### config.mk
export PLATFORM = sky130hd
export DESIGN_NAME = utlb
export DESIGN_NICKNAME = d
export VERILOG_FILES = /design/src/rtl/utlb_pkg.sv /design/src/rtl/utlb_cam.sv /design/src/rtl/utlb.sv
export SDC_FILE = /design/constraint.sdc
export NUM_CORES = 1
export LEC_CHECK = 0
export CORE_UTILIZATION = 55
export DETAILED_ROUTE_END_ITERATION = 16
export PLACE_DENSITY = 0.8
export SYNTH_ARGS = -nofsm -noshare
export SYNTH_HDL_FRONTEND = slang
export SYNTH_HIERARCHICAL = 1
export SYNTH_SLANG_ARGS = --single-unit
### constraint.sdc
create_clock -name clk -period 15.81 [get_ports clk]
set_input_delay 3.162 -clock clk [delete_from_list [all_inputs] [get_ports clk]]
set_output_delay 3.162 -clock clk [all_outputs]
set_load 0.05 [all_outputs]
### src/rtl/utlb_pkg.sv
// utlb shared types: FSM state encoding and the micro-TLB entry layout.
package utlb_pkg;

  localparam int VAW   = 64;
  localparam int PAW   = 32;
  localparam int VPNW  = 52;
  localparam int PFNW  = 20;
  localparam int ASIDW = 8;
  localparam int OFFW  = 12;

  typedef enum logic [1:0] {
    UTLB_IDLE,
    UTLB_LOOKUP,
    UTLB_DONE
  } state_t;

  typedef struct packed {
    logic             valid;
    logic [VPNW-1:0]  vpn;
    logic [ASIDW-1:0] asid;
    logic [PFNW-1:0]  pfn;
    logic             cache;
    logic             wok;
  } entry_t;

  function automatic logic [PAW-1:0] mkpa(
    input logic [PFNW-1:0] pfn,
    input logic [OFFW-1:0] off
  );
    return {pfn, off};
  endfunction

endpackage

### src/rtl/utlb_cam.sv
// utlb entry array: parallel compare, one-hot hit vector, pfn/cache mux
// and a single write port that also drops any stale copy of the same page.
module utlb_cam
  import utlb_pkg::*;
#(
  parameter int ENTRIES = 4,
  parameter int IDXW    = $clog2(ENTRIES)
) (
  input  logic             clk,
  input  logic             rst,
  input  logic             phi2,
  input  logic             flush,
  input  logic             we,
  input  logic [IDXW-1:0]  widx,
  input  entry_t           wdata,
  input  logic [VPNW-1:0]  vpn,
  input  logic [ASIDW-1:0] asid,
  input  logic             wr,
  output logic             hit,
  output logic [PFNW-1:0]  pfn,
  output logic             cache
);

  entry_t ent [ENTRIES];
  logic [ENTRIES-1:0] hitv;

  always_comb begin
    hitv  = '0;
    pfn   = '0;
    cache = 1'b0;
    for (int i = 0; i < ENTRIES; i++) begin
      hitv[i] = ent[i].valid
             && (ent[i].vpn == vpn)
             && (ent[i].asid == asid)
             && (!wr || ent[i].wok);
      if (hitv[i]) begin
        pfn   = pfn | ent[i].pfn;
        cache = cache | ent[i].cache;
      end
    end
    hit = |hitv;
  end

  // A store refill of a page held read-only must not leave two copies.
  always_ff @(posedge clk) begin
    if (rst) begin
      for (int i = 0; i < ENTRIES; i++)
        ent[i].valid <= 1'b0;
    end else if (phi2) begin
      for (int i = 0; i < ENTRIES; i++) begin
        if (flush)
          ent[i].valid <= 1'b0;
        else if (we) begin
          if (IDXW'(i) == widx)
            ent[i] <= wdata;
          else if (ent[i].vpn == wdata.vpn
                && ent[i].asid == wdata.asid)
            ent[i].valid <= 1'b0;
        end
      end
    end
  end

endmodule

### src/rtl/utlb.sv
// utlb: per-port micro-TLB with joint TLB refill FSM.
// Optional hit/miss counters when UTLB_PERF_EN is defined.
module utlb
  import utlb_pkg::*;
#(
  parameter int ENTRIES = 4,
  parameter int IDXW    = $clog2(ENTRIES)
) (
  input  logic             clk,
  input  logic             rst,
  input  logic             phi2,
  input  logic             req,
  input  logic [VAW-1:0]   va,
  input  logic             wr,
  input  logic [ASIDW-1:0] asid,
  input  logic             flush,
  output logic             stall,
  output logic [PAW-1:0]   pa,
  output logic             cache,
  output logic             fault,
  output logic             miss,
  output logic             ade,
  output logic             inval,
  output logic             mod,
  output logic             jtlbreq,
  output logic [VAW-1:0]   jtlbva,
  output logic             jtlbwr,
  input  logic [PAW-1:0]   jtlbpa,
  input  logic             jtlbcache,
  input  logic             jtlbmiss,
  input  logic             jtlbade,
  input  logic             jtlbinval,
  input  logic             jtlbmod
`ifdef UTLB_PERF_EN
  ,
  output logic [31:0]      hitcnt,
  output logic [31:0]      misscnt
`endif
);

  state_t          state;
  logic [VAW-1:0]  lva;
  logic            lwr;
  logic [IDXW-1:0] ptr;
  logic            hit;
  logic [PFNW-1:0] hpfn;
  logic            anycause;
  logic            we;
  entry_t          wdata;
  logic            unused_palow;

  assign unused_palow = ^jtlbpa[OFFW-1:0];

  assign anycause = jtlbmiss | jtlbade | jtlbinval | jtlbmod;
  assign we = (state == UTLB_LOOKUP) && !flush && !anycause;

  always_comb begin
    wdata       = '0;
    wdata.valid = 1'b1;
    wdata.vpn   = lva[VAW-1:OFFW];
    wdata.asid  = asid;
    wdata.pfn   = jtlbpa[PAW-1:OFFW];
    wdata.cache = jtlbcache;
    wdata.wok   = lwr;
  end

  utlb_cam #(
    .ENTRIES(ENTRIES),
    .IDXW   (IDXW)
  ) u_cam (
    .clk  (clk),
    .rst  (rst),
    .phi2 (phi2),
    .flush(flush),
    .we   (we),
    .widx (ptr),
    .wdata(wdata),
    .vpn  (va[VAW-1:OFFW]),
    .asid (asid),
    .wr   (wr),
    .hit  (hit),
    .pfn  (hpfn),
    .cache(cache)
  );

  assign pa      = mkpa(hpfn, va[OFFW-1:0]);
  assign jtlbreq = (state == UTLB_LOOKUP);
  assign jtlbwr  = (state == UTLB_LOOKUP) && lwr;
  assign jtlbva  = lva;
  assign fault   = (state == UTLB_DONE)
                && (miss | ade | inval | mod);

  always_comb begin
    stall = 1'b0;
    unique case (1'b1)
      state == UTLB_IDLE:   stall = req && !hit;
      state == UTLB_LOOKUP: stall = 1'b1;
      default:              stall = 1'b0;
    endcase
  end

  // Flush during LOOKUP abandons the refill; the held req retries.
  always_ff @(posedge clk) begin
    if (rst) begin
      state <= UTLB_IDLE;
      lva   <= '0;
      lwr   <= 1'b0;
      ptr   <= '0;
      miss  <= 1'b0;
      ade   <= 1'b0;
      inval <= 1'b0;
      mod   <= 1'b0;
    end else if (phi2) begin
      unique case (state)
        UTLB_IDLE: begin
          if (req && !hit) begin
            lva   <= va;
            lwr   <= wr;
            state <= UTLB_LOOKUP;
          end
        end
        UTLB_LOOKUP: begin
          if (flush) begin
            state <= UTLB_IDLE;
          end else begin
            if (anycause) begin
              miss  <= jtlbmiss;
              ade   <= jtlbade;
              inval <= jtlbinval;
              mod   <= jtlbmod;
            end else begin
              ptr <= ptr + 1'b1;
            end
            state <= UTLB_DONE;
          end
        end
        UTLB_DONE: begin
          miss  <= 1'b0;
          ade   <= 1'b0;
          inval <= 1'b0;
          mod   <= 1'b0;
          state <= UTLB_IDLE;
        end
        default: state <= UTLB_IDLE;
      endcase
    end
  end

`ifdef UTLB_PERF_EN
  always_ff @(posedge clk) begin
    if (rst) begin
      hitcnt  <= '0;
      misscnt <= '0;
    end else if (phi2 && state == UTLB_IDLE && req) begin
      if (hit)
        hitcnt <= hitcnt + 32'd1;
      else
        misscnt <= misscnt + 32'd1;
    end
  end
`endif

endmodule

Word-level counts from Yosys, hierarchy flattened
Memory sizes are Yosys's and may differ from the RTL's.
Index checks and enable logic that the tools add are counted.
{"block": "op_classes", "mux": 94, "mul": 0, "n_addsub": 1, "n_div": 0, "eq_ne": 20, "n_lt_le_gt_ge": 0, "n_shift": 0, "bitwise": 26, "n_reduce_logical": 37}
{"op": "$eq A52 B52 Y1", "n": 8}
{"op": "$mux W1", "n": 82}
{"op": "$mux W20", "n": 4}
{"op": "$or A20 B20 Y20", "n": 3}
{"op": "$eq A8 B8 Y1", "n": 4}
{"op": "$logic_and A1 B1 Y1", "n": 21}
{"op": "$or A1 B1 Y1", "n": 21}
{"op": "$pmux W1 S2", "n": 5}
{"op": "$reduce_and A4 Y1", "n": 2}
{"op": "$eq A2 B2 Y1 const A", "n": 2}
{"op": "$logic_not A1 Y1", "n": 4}
{"op": "$logic_not A2 Y1", "n": 2}
{"op": "$logic_or A1 B1 Y1", "n": 4}
{"op": "$mux W2", "n": 2}
{"op": "$ne A2 B1 Y1 const B", "n": 2}
{"op": "$pmux W2 S2", "n": 1}
{"op": "$reduce_or A4 Y1", "n": 1}
{"op": "$reduce_and A3 Y1", "n": 1}
{"op": "$add A2 B1 Y2 const B", "n": 1}
{"op": "$eq A1 B2 Y1 const A", "n": 1}
{"op": "$eq A2 B1 Y1 const B", "n": 1}
{"op": "$eq A2 B2 Y1 const B", "n": 1}
{"op": "$ne A2 B2 Y1 const B", "n": 1}
{"op": "$not A1 Y1", "n": 2}
{"op": "2 further kinds", "n": 2}
{"block": "totals", "regBits": 73, "latch_bits": 0, "inputBits": 115, "rom_bits": 0, "mem_count": 1, "ram_bits": 332}
{"memory": "u_cam.ent", "words": 4, "width": 83, "rd": 4, "rd_clocked_by_memory_dff": 0, "write_ports": 4, "line": "utlb_cam.sv:24", "source": "entry_t ent [ENTRIES];"}

Longest topological paths before layout
{"block": "depth", "depth_word": 12, "depth_mapped": 12, "ltp_nobuf": 9}

Modules after synthesis
Netlist, hierarchy kept.
{"mod": "utlb_cam", "cells_per_inst": 1253, "seq_area_each_um2": 9969.6, "instances": 1, "area_per_inst_um2": 16477.1}
{"mod": "utlb", "cells_per_inst": 359, "seq_area_each_um2": 1461.4, "instances": 1, "area_per_inst_um2": 3014.1}

Worst setup path before layout
No wires, ideal clock.
{"block": "synth_path", "path_type": "input-to-reg", "start": "in jtlbade", "end": "mem u_cam/ent[2][82] (netlist bit), enable pin", "n_path_buf": 1, "arrival_ns": 10.262, "setup_slack_ns": 5.231, "cell_stages": 6, "setup_ns": 0.316, "t_required_ns": 15.494, "cell_sequence": "or4_1 -> nor3b_1 -> nand4bb_1 -> clkbuf_1 -> nor3_1 -> or3_1"}
{"item": "start, declared", "line": "utlb.sv:31", "source": "input logic jtlbade,"}
{"item": "end, declared", "line": "utlb_cam.sv:24"}

Worst setup path after layout
{"block": "layout_path", "start": "in va[44]", "end": "out stall"}
{"block": "layout_via", "elab_chain_cells": 8, "word_cells_on_any_way": 20}
{"item": "start, declared", "line": "utlb.sv:13", "source": "input logic [VAW-1:0] va,"}
{"item": "$eq A52 B52 Y1", "line": "utlb_cam.sv:33", "source": "&& (ent[i].vpn == vpn)"}
{"item": "$logic_and A1 B1 Y1", "line": "utlb_cam.sv:33"}
{"item": "$logic_and A1 B1 Y1", "line": "utlb_cam.sv:34", "source": "&& (ent[i].asid == asid)"}
{"item": "$logic_and A1 B1 Y1", "line": "utlb_cam.sv:35", "source": "&& (!wr || ent[i].wok);"}
{"item": "$reduce_or A4 Y1 (*)", "line": "utlb_cam.sv:41", "source": "hit = |hitv;"}
{"item": "named net hit", "line": "utlb.sv:45", "source": "logic hit;"}
{"item": "$logic_not A1 Y1 (*)", "line": "utlb.sv:96", "source": "state == UTLB_IDLE: stall = req && !hit;"}
{"item": "$logic_and A1 B1 Y1 (*)", "line": "utlb.sv:96"}
{"item": "$pmux W1 S2 (*)", "line": "utlb.sv:95", "source": "unique case (1'b1)"}
{"item": "end, declared", "line": "utlb.sv:17", "source": "output logic stall,"}
The timed path passes the listed nets; every way through them passes the cells marked *.

==> flow_summary.rst <==
.. list-table::
   :header-rows: 1

   * - Metric
     - Value
   * - Std-Cell Rows
     - 68
   * - Fin area
     - ~23000 um^2
   * - Post-Place Cell Area
     - 21940 um^2
   * - Critical path buffers and inverters
     - 4
   * - Port buffer count
     - 207
   * - Worst-path fanout max
     - 22
   * - Share of synthesized flip-flops with an asynchronous set or reset
     - 0%
   * - Synth cell types
     - 52
   * - Width of the chip
     - 190.3 um
   * - Drt first-iter violations
     - 2153
   * - Crit end category
     - primary output
   * - Sequence of cells on the critical path
     - clkdlybuf4s50_1 -> xor2_1 -> nor4_1 -> nand4_1 -> nor4_4 -> buf_4 -> nand2_1 -> o2111ai_1 -> inv_1 -> a21oi_1 -> nor2_1 -> clkdlybuf4s50_1
   * - Worst min-delay path category
     - flip-flop to flip-flop
   * - Yosys warning count
     - 6
   * - Most area-consuming cells after synthesis
     - edfxtp_1 (51%), xnor2_1 (11%), dfxtp_1 (7.5%)
   * - Peak ir drop on the vdd network
     - 0.1144 mV
   * - Top Ports
     - 220
   * - Initial antenna violation count
     - 5
   * - Wire length of the first global-routing pass
     - 103100 um
   * - Fraction of layout cells with a size suffix above 1
     - ~7.0%
   * - Count of maximum capacitance violations
     - 0
   * - Arrival @ worst endpoint
     - 7540 ps
   * - DRC violation count after routing
     - 0
   * - Overall via count from detail_route
     - 14970
   * - Syn-to-layout area delta
     - 20.23%
   * - Area fraction of the dominant cell type after synthesis
     - 51.15%
   * - Initial Utilization
     - 56.15%
   * - Die H
     - approximately 190 um
   * - Category of the worst setup path launch point
     - primary input
   * - Min cycle time layout
     - 10700 ps
   * - Number of global-route vias before repair
     - between 10000 and 15000
   * - Number of slew-limit violations in the final report
     - 0
   * - Clk_lat worst skew
     - roughly 580 ps
   * - Cell type with the highest aggregate area in the netlist
     - edfxtp_1
   * - All-layer global routing usage
     - 41.40%
   * - Post-route clock period utilization
     - around two thirds
   * - RSZ-0062 raised after global routing
     - false
   * - Proportion of synthesized chip area in sequential cells
     - 58.65%
   * - Final Skew
     - roughly 23 ps
   * - Most instantiated library cell after synthesis
     - edfxtp_1
   * - Final Hold Viols
     - 0
   * - Post-route ant nets
     - 0
   * - Total congestion overflow after global routing
     - 0
   * - Placer Congestion
     - 1.024
   * - Worst Max-Slew Pin Slew
     - 1245 ps
   * - Accumulated negative setup slack
     - 0 ps
   * - Filler instances
     - about 2600
   * - Required time worst endpoint
     - 12650 ps
   * - Clock sinks
     - about 410
   * - Total standard cell area after synthesis
     - about 19000 um^2
   * - Area of the die
     - 36200 um^2
   * - Most frequent cells after synthesis
     - edfxtp_1 (332), xnor2_1 (236), xor2_1 (163)
   * - Post-CTS clock slew at the launch and capture registers of the worst setup and hold paths
     - 60 ps
   * - Synthesis-stage register bit count
     - roughly 400
   * - Synthesized netlist cell count
     - roughly 1600
   * - Critical path class
     - primary input to primary output
   * - WL per Instance
     - 32.56 um
   * - Number of enable-type register cells in the synthesized netlist
     - 332
   * - Detail Placement HPWL
     - between 50000 and 60000 um
   * - Achievable frequency
     - ~93 MHz
   * - Setup slack after placement
     - around 5300 ps
   * - Cell type group with the largest total delay on the critical path
     - buffers and inverters
   * - Leading register cell type out of synthesis
     - edfxtp_1
   * - Outcome
     - finished clean
   * - Final setup violation count
     - 0
   * - Static Leak
     - 7.567 nW
   * - Vias per std cell
     - 6.527
   * - Pin count of the biggest net entering global routing
     - 76
   * - Mean cell area of the mapped netlist
     - 12.09 um^2
   * - Maximum single-stage delay on the critical path
     - roughly 1100 ps
   * - Most frequent CP cell
     - clkdlybuf4s50_1
   * - Core area
     - 34710 um^2
   * - Buffers inserted by post-CTS timing repair
     - 0
   * - Count of TritonRoute iterations in the first routing pass
     - 6
   * - Power per unit of standard cell area
     - 106.4 nW/um^2
   * - Wire length after detailed routing
     - 74690 um
   * - CTS-repair resized insts
     - 0
   * - Number of buffers inserted for hold repair after clock tree synthesis
     - 0
   * - Clock tree root driver cell
     - clkbuf_16
   * - Final setup margin
     - 5109 ps
   * - Critical path's slowest cell
     - nor4_1
   * - TritonCTS clock tree
     - yes
   * - NumNets Final
     - 1919
   * - Number of H-tree levels
     - 2
   * - Buffers from clock root to sink, at most
     - 3
   * - Max_slew headroom
     - approximately 16%
   * - TritonCTS Buffers
     - 43
## logic make-up (layout without fill, tap and decap cells)
kind of cell              count (synthesis)  after routing  share of synthesized area, %
xor gates and xnor gates                399            399                         17.93
muxes                                     2              2                        0.1091
AOI/OAI and AO/OA                       244            244                         8.082
buffers and inverters                   190            412                         4.359
other                                     1              6                       0.01924
DFF                                     405            405                         58.65
and+or+nand+nor                         371            371                         10.86
## metrics by stage
step / cells / power [mW] / util [%] / hold WS (ps)
finish: 2294 / 2.492 / 67.51 / 475.9
global route: 2293 / 2.540 / 67.50 / 495.9
CTS: 2292 / 2.487 / 67.50 / 479.4
detailed placement: 2214 / 1.438 / 63.20 / 464.2
global placement: 2214 / 1.435 / 63.20 / 450.4
floorplan: 1615 / 1.319 / - / 470.3
## final cells by class
cell class,count,area [um^2],share of cell area (%)
diodes,2,5.005,0.02136
inverters,90,337.8,1.442
clock buffers,60,1295,5.526
multi-input cells,1020,7262,30.99
flip-flops and latches,405,11430,48.78
clock inverters,18,195.2,0.8329
repair buffers,244,2340,9.984
well taps,455,569.3,2.429
## registers in the layout, summed over array words and instances, names as in the netlist
register	count
state	2
jtlbva	64
lwr	1
miss	1
inval	1
u_cam/ent	332
ptr	2
ade	1
mod	1
## worst min-delay path, stage by stage, from the launching register on
cell	delay, ps
dfxtp_1	320
o21ai_2	50
a21oi_1	60
## where the power goes
part / leakage [nW] / internal (mW) / switching (mW) / total, mW
Combinational: 3.32 / 0.0826 / 0.155 / 0.238
Sequential: 3.51 / 1.16 / 0.0243 / 1.18
Clock: 0.742 / 0.637 / 0.433 / 1.07
Total: 7.57 / 1.88 / 0.613 / 2.49
## per-layer routing
metal	share of wire, %	global-route usage, %	vias up
met5	0.12	2.610	-
met4	4.2	16.58	4
met3	12	11.91	146
met2	44	61.12	1053
met1	40	57.25	7488
li1	-	-	6283
## worst paths after layout
path                                                 to                        from  depth (start not counted)  slack [ps]
worst max-delay path                              stall                      va[44]                         12        5110
worst min-delay path             jtlbva[2]$_SDFFE_PP0P_      jtlbva[2]$_SDFFE_PP0P_                          2         480
worst max register to register  jtlbva[42]$_SDFFE_PP0P_  u_cam/ent[1][45]$_DFFE_PP_                          9       11390
worst min register to register   jtlbva[2]$_SDFFE_PP0P_      jtlbva[2]$_SDFFE_PP0P_                          2         480
## layout by cell type, fill, tap and decap left out, types with 5 or more instances in the layout
cell type / n
a21oi_1: 73
a22o_1: 11
and2_1: 5
buf_4: 37
clkbuf_1: 6
clkbuf_16: 47
clkbuf_8: 7
clkdlybuf4s50_1: 205
clkinv_2: 11
dfxtp_1: 73
edfxtp_1: 332
inv_1: 87
nand2_1: 27
nand2b_1: 18
nand3_1: 137
nand4_1: 72
nor2_1: 11
nor2b_1: 6
nor3_2: 5
nor4_1: 66
o2111ai_1: 7
o211ai_1: 5
o21ai_0: 17
o21ai_1: 49
o22ai_1: 27
o2bb2ai_1: 14
o32a_1: 21
xnor2_1: 236
xor2_1: 163
(Power assumes the default switching activity.)
